<file path="config.mk">
export PLATFORM = sky130hd
export DESIGN_NAME = digit_scan_sched
export DESIGN_NICKNAME = d
export VERILOG_FILES = /design/src/rtl/digit_scan_sched.sv
export SDC_FILE = /design/constraint.sdc
export NUM_CORES = 1
export LEC_CHECK = 0
export ABC_AREA = 1
export ABC_CLOCK_PERIOD_IN_PS = 1600
export BUFFER_PORTS_ARGS = -buffer_cell sky130_fd_sc_hd__buf_2
export CAP_MARGIN = 25
export CORE_MARGIN = 2
export CORE_UTILIZATION = 30
export CTS_CLUSTER_DIAMETER = 150
export DETAILED_ROUTE_END_ITERATION = 7
export PLACE_DENSITY = 0.57
export SLEW_MARGIN = 20
export SYNTH_ARGS = -nofsm -noshare
export SYNTH_HDL_FRONTEND = slang
export SYNTH_SLANG_ARGS = --single-unit
</file>
<file path="constraint.sdc">
create_clock -name clk -period 1.6 [get_ports clk]
set_input_delay 0.16 -clock clk [delete_from_list [all_inputs] [get_ports clk]]
set_output_delay 0.16 -clock clk [all_outputs]
set_load 0.005 [all_outputs]
</file>
<file path="src/rtl/digit_scan_sched.sv">
// Three-digit multiplexed display scanner: LOAD slot plus A/B/C digit slots, shadow registers captured only at frame start.
// Optional leading-zero blanking when DIGIT_SCAN_LZB_EN is defined.
module digit_scan_sched #(
  parameter int unsigned SLOT_CYC  = 1000,
  parameter int unsigned BLANK_CYC = 16
) (
  input  logic       clk,
  input  logic       rst,
  input  logic [3:0] A,
  input  logic [3:0] B,
  input  logic [3:0] C,
  input  logic       upd_req,
  output logic       upd_ack,
  output logic       com_1,
  output logic       com_2,
  output logic       com_3,
  output logic [1:0] sel,
  output logic [3:0] dig_data,
  output logic       frame_start
);

  localparam int unsigned     CW        = $clog2(SLOT_CYC);
  localparam logic [CW-1:0]   CNT_LAST  = CW'(SLOT_CYC - 1);
  localparam logic [CW-1:0]   CNT_BLANK = CW'(BLANK_CYC);

  typedef enum logic [1:0] {
    SLOT_LOAD = 2'd0,
    SLOT_A    = 2'd1,
    SLOT_B    = 2'd2,
    SLOT_C    = 2'd3
  } slot_e;

  slot_e         slot_q, slot_d;
  logic [CW-1:0] cnt_q, cnt_d;
  logic [3:0]    sha_q, sha_d;
  logic [3:0]    shb_q, shb_d;
  logic [3:0]    shc_q, shc_d;
  logic          ack_q, ack_d;
  logic          capture;
  logic          lit;
  logic          lzb_a;
  logic          lzb_b;

  always_comb begin
    cnt_d  = cnt_q + CW'(1);
    slot_d = slot_q;
    if (cnt_q == CNT_LAST) begin
      cnt_d  = '0;
      slot_d = slot_e'(slot_q + 2'd1);
    end

    // Capture only on the very first cycle of a frame so a frame never mixes old and new digits.
    capture = (slot_q == SLOT_LOAD) && (cnt_q == '0) && upd_req;
    sha_d   = capture ? A : sha_q;
    shb_d   = capture ? B : shb_q;
    shc_d   = capture ? C : shc_q;
    ack_d   = capture;
  end

  always_ff @(posedge clk) begin
    if (rst) begin
      slot_q <= SLOT_LOAD;
      cnt_q  <= '0;
      sha_q  <= 4'h0;
      shb_q  <= 4'h0;
      shc_q  <= 4'h0;
      ack_q  <= 1'b0;
    end else begin
      slot_q <= slot_d;
      cnt_q  <= cnt_d;
      sha_q  <= sha_d;
      shb_q  <= shb_d;
      shc_q  <= shc_d;
      ack_q  <= ack_d;
    end
  end

`ifdef DIGIT_SCAN_LZB_EN
  assign lzb_a = (sha_q == 4'h0);
  assign lzb_b = lzb_a && (shb_q == 4'h0);
`else
  assign lzb_a = 1'b0;
  assign lzb_b = 1'b0;
`endif

  assign lit = (cnt_q >= CNT_BLANK);

  // Outputs depend only on registered state; rst forces the idle pattern in the same cycle.
  always_comb begin
    upd_ack     = 1'b0;
    com_1       = 1'b1;
    com_2       = 1'b1;
    com_3       = 1'b1;
    sel         = 2'd0;
    dig_data    = 4'hF;
    frame_start = 1'b0;
    if (!rst) begin
      upd_ack     = ack_q;
      sel         = slot_q;
      frame_start = (slot_q == SLOT_LOAD) && (cnt_q == '0);
      case (slot_q)
        SLOT_A: if (lit && !lzb_a) begin
          com_1    = 1'b0;
          dig_data = sha_q;
        end
        SLOT_B: if (lit && !lzb_b) begin
          com_2    = 1'b0;
          dig_data = shb_q;
        end
        SLOT_C: if (lit) begin
          com_3    = 1'b0;
          dig_data = shc_q;
        end
        default: ;
      endcase
    end
  end

endmodule
</file>
Word level (Yosys, flattened, before mapping). Index checks and enable logic that the tools add are counted.

Register bits after elaboration: 25. Bits in latches: 0. Bits in writable memories: 0. Bits in read-only memories: 0. Output and inout port bits: 11. Memories: 0.

$add $sub $neg: 2. Multipliers: 0. Divide/modulo/power cells: 0. Magnitude comparators: 1. Equal/unequal tests: 4. Shift operators: 0. Mux-type cells: 15. Bitwise logic cells: 0. Reductions and logical operators: 5.

Operators by type and width (number): 2-to-1 mux 4 bit (4); case mux 4 bit (3 select lines) (1); adder 10 x 1 -> 10 bit, second input constant (1); equality test 10 bit, second input constant (1); greater-or-equal comparator 10 x 5 -> 1 bit, second input constant (1); zero test 10 bit (1); 2-to-1 mux 1 bit (9); equality test 2 bit, second input constant (2); adder 2 x 1 -> 2 bit, second input constant (1); equality test 2 x 1 -> 1 bit, second input constant (1); logical AND 1 bit (2); zero test 2 bit (1); 2-to-1 mux 2 bit (1); OR reduction 2 bit (1).

Depth between registers and ports, before layout.
Depth in word-level cells: 4. Gate-level depth with buffers: 9. Gate-level depth less buffers: 8.

Worst setup path after synthesis. No wires, ideal clock.

Path type: reg-to-output. From: reg slot_q[0]. To: out frame_start. Arrival time: 1162 ps. Required time: 1440 ps. Setup slack: 278 ps. Stages on the path, launching flop included: 8. Cell sequence: dfxtp_1 inv_1 ha_1 nand2_1 nor2_2 buf_4 nand2_1 nor2_1.

Cells in the longest elaborated chain, start to end: 3.

Ends and longest elaborated chain: start: declaration (RTL line 33) `slot_e slot_q, slot_d;`; start signal: assignment (RTL line 69) `slot_q <= slot_d;`; zero test 2 bit (RTL line 100) `frame_start = (slot_q == SLOT_LOAD) && (cnt_q == '0);`; logical AND 1 bit (RTL line 100); 2-to-1 mux 1 bit (RTL line 97) `if (!rst) begin`; end: declaration (RTL line 19) `output logic frame_start`.

No other way between the ends.

Worst setup path after layout.
From: reg slot_q[1]. To: out dig_data[1].

Cells in the longest elaborated chain, start to end: 3. Elaborated cells between the ends (all ways): 5.

Ends and longest elaborated chain: equality test 2 bit or equality test 2 x 1 -> 1 bit (tied branches) (RTL line 101) `case (slot_q)`; case mux 4 bit (3 select lines) (*) (RTL line 101); 2-to-1 mux 4 bit (*) (RTL line 97); end: declaration (RTL line 18) `output logic [3:0] dig_data,`.

Mark *: on every way between the ends. The rest lies on a longest branch, timed or not.

==> impl_metrics.tcl <==
set metrics [dict create \
    crit_type "reg2out" \
    fillers 526 \
    fin_total_pwr_uw 1290 \
    ys_warn_count 0 \
    wirelength_um 3400 \
    grt_pass1_wl_um 5730 \
    nNetsFinal 286 \
    yosys.area_share.xor_xnor_pct 2.99 \
    cts.clk_slew.worst_paths_ns 0.08 \
    stdcell_area_mm2 0.00197 \
    tightest_slew_ns 0.366 \
    reg2regPathDepth 11 \
    htreeDepth 1 \
    cts_buffers 3 \
    root_buffer "clkbuf_8" \
    synth_compound_area_share_pct 5.21 \
    grt_overflow 0 \
    place_ws_ns 0.164 \
    die_h_um 73.9 \
    cp-endpoint "dig_data[1]" \
    drv_cap 0 \
    synth_simple_gate_area_share_pct 36.3 \
    start_util_pct 31.0 \
    dieArea_mm2 0.00546 \
    ys_seq_elements 25 \
    clock_skew_ns 0.00548 \
    vias_per_cell 4.23 \
    required_ns 1.44 \
    regArea_um2 513 \
    synthMuxAreaShare_pct 0 \
    clock_path_buffers 2 \
    endpoint_kind "output pin" \
    worstSkewPairLatency_ns 0.26 \
    async_flop_share_pct 0 \
    first_global_vias 1298 \
    seqPwrFrac_pct 52.6 \
    clock-sinks 25 \
    cts_tree "yes" \
    fin_tns_setup_ns 0 \
    slew_headroom_pct 75.5 \
    antenna_found_initial 0 \
    drt-wirelength-per-cell_um 10.3 \
    fin_crit_sh_pct 98.5 \
    ir_drop_v 0.000428 \
    r2r-end "shb_q[0]$_SDFFE_PP0P_" \
    synth_edf_count 0 \
    antenna_cells 0 \
    syn_nets 242 \
    syn_inst 220 \
    p_int_uw 938 \
    ctsHoldBuffers 0 \
    synth_top_area_share_pct 34.2 \
    fin_crit_ns 1.58 \
    grt_usage_pct 13.3 \
    dr.pass1.iters 4 \
    pin_count 26 \
    reg2reg_from "cnt_q[4]$_SDFF_PP0_" \
    r2r_slack_ns 0.13 \
    synthAdderAreaFrac_pct 5.98 \
    leakage_uw 0.000954 \
    ys_seq_area_share_pct 34.2 \
    synthTopCellsByArea "dfxtp_1, inv_1, nand2_1" \
    ys.flop_type "dfxtp_1" \
    status "finished clean" \
    fmax_mhz 634 \
    synth_top_family_by_area "simple AND/OR/NAND/NOR gates" \
    rsz0062_at_grt "true" \
    final_core_util_pct 41.8 \
    multiInputGateArea_um2 822 \
    finalHoldViolCount 0 \
    startpoint "slot_q[1]$_SDFFE_PP0P_" \
    core-area_mm2 0.00472 \
    hp-class "in2reg" \
    drive_gt1_share_pct 36.1 \
    vias 1395 \
    die_x_um 73.9 \
    yosys.cell_count.top_type "inv_1" \
    drv_slew 0 \
    synth_common_cells "inv_1, nand2_1, nor2_1, dfxtp_1, nand4_1" \
    switchingPower_uw 351 \
    antenna_left 0 \
    dpl_cell_area_mm2 0.00172 \
    comb_power_share_pct 18.8 \
    yosysUniqueCellTypes 26 \
    synth_area_mm2 0.00147 \
    crit_fanout 4 \
    dpl.hpwl_um 2440 \
    swShare_pct 27.2 \
    avgSynthCellArea_um2 6.66 \
    grt_max_degree 15 \
    pwr_density_cell_mw_per_mm2 653 \
    fin_ws_ns 0.0233 \
    portBuffers 25 \
    pwr-share-clk_pct 28.7 \
    area_growth_pct 34.7 \
    first_iter_violations 45 \
    remaining_drc_errors 0 \
    gp_congestion 0.823 \
    setup_viol 0 \
    synth_area_leader_cell "dfxtp_1" \
    rows 25 \
    start_kind "flop" \
    cp.arrival_ns 1.42 \
]
-- how the worst min path moves through the flow --
stage / cells past startpoint / start / to
final: 2 / rst / ack_q$_SDFF_PP0_
after global routing: 2 / rst / cnt_q[2]$_SDFF_PP0_
after floorplan: 3 / upd_req / shc_q[0]$_SDFFE_PP0P_
after detailed placement: 1 / cnt_q[0]$_SDFF_PP0_ / cnt_q[0]$_SDFF_PP0_
after CTS: 2 / rst / cnt_q[2]$_SDFF_PP0_
after global placement: 1 / cnt_q[0]$_SDFF_PP0_ / cnt_q[0]$_SDFF_PP0_
-- cell type report --
class,count,area share [%]
Sequential cell,25,26.0
Tap cell,67,4.25
Clock buffer,4,2.28
Inverter,49,9.45
Timing Repair Buffer,46,16.4
Multi-Input combinational cell,139,41.7
-- per-stage QoR --
stage / instances / hold slack (ns)
floorplan: 220 / 0.366
global placement: 313 / 0.445
detailed placement: 313 / 0.456
CTS: 320 / 0.185
global route: 330 / 0.211
finish: 330 / 0.209
-- registers in the layout (all words and copies together) (netlist names) --
register  flops
slot_q        2
sha_q         4
ack_q         1
shc_q         4
cnt_q        10
shb_q         4
-- cells in the final DEF (no fill, tap or decap), drive strengths merged, types with 2 or more instances in the layout --
master,synthesis,routed
a21oi,6,6
nor2,35,35
buf,5,46
dfxtp,25,25
nand3,13,13
xor2,4,4
nor3,2,2
nand2,46,46
nand4,13,13
clkbuf,2,4
ha,7,7
o21ai,8,8
inv,48,48
-- worst max-delay path, stage by stage, from the launching register on --
cell     delay, ns
dfxtp_2       0.37
inv_4         0.05
ha_4          0.14
or2_4         0.27
a21oi_1       0.12
nand3_1       0.08
buf_2         0.13
-- timing repair --
action / in CTS / in global routing
pin swaps: 2 / 8
setup buffers: 3 / 10
endpoints found under the setup margin: 5 / 5
gates resized for setup: 10 / 32
-- layer usage --
layer  track usage [%]  wire length, um  vias up
met4              2.42               21        0
met3              2.88              106        2
met5                 0                0        -
li1                  -                -      755
met2              23.9             1650       20
met1              16.3             1630      618
-- power by group through the flow --
stage | registers [uW] | clock network (uW) | logic (uW)
floorplan | 687 | 0 | 164
detailed placement | 693 | 0 | 232
global route | 681 | 410 | 283
finish | 678 | 370 | 242
global placement | 693 | 0 | 230
CTS | 679 | 391 | 237
-- cell families after synthesis --
group                      Yosys count
AOI/OAI and AO/OA                   15
DFF                                 25
buffers and inverters               56
xor gates and xnor gates             5
and+or+nand+nor                    112
adders and majority gates            7
Power figures use the tool's default switching activity.
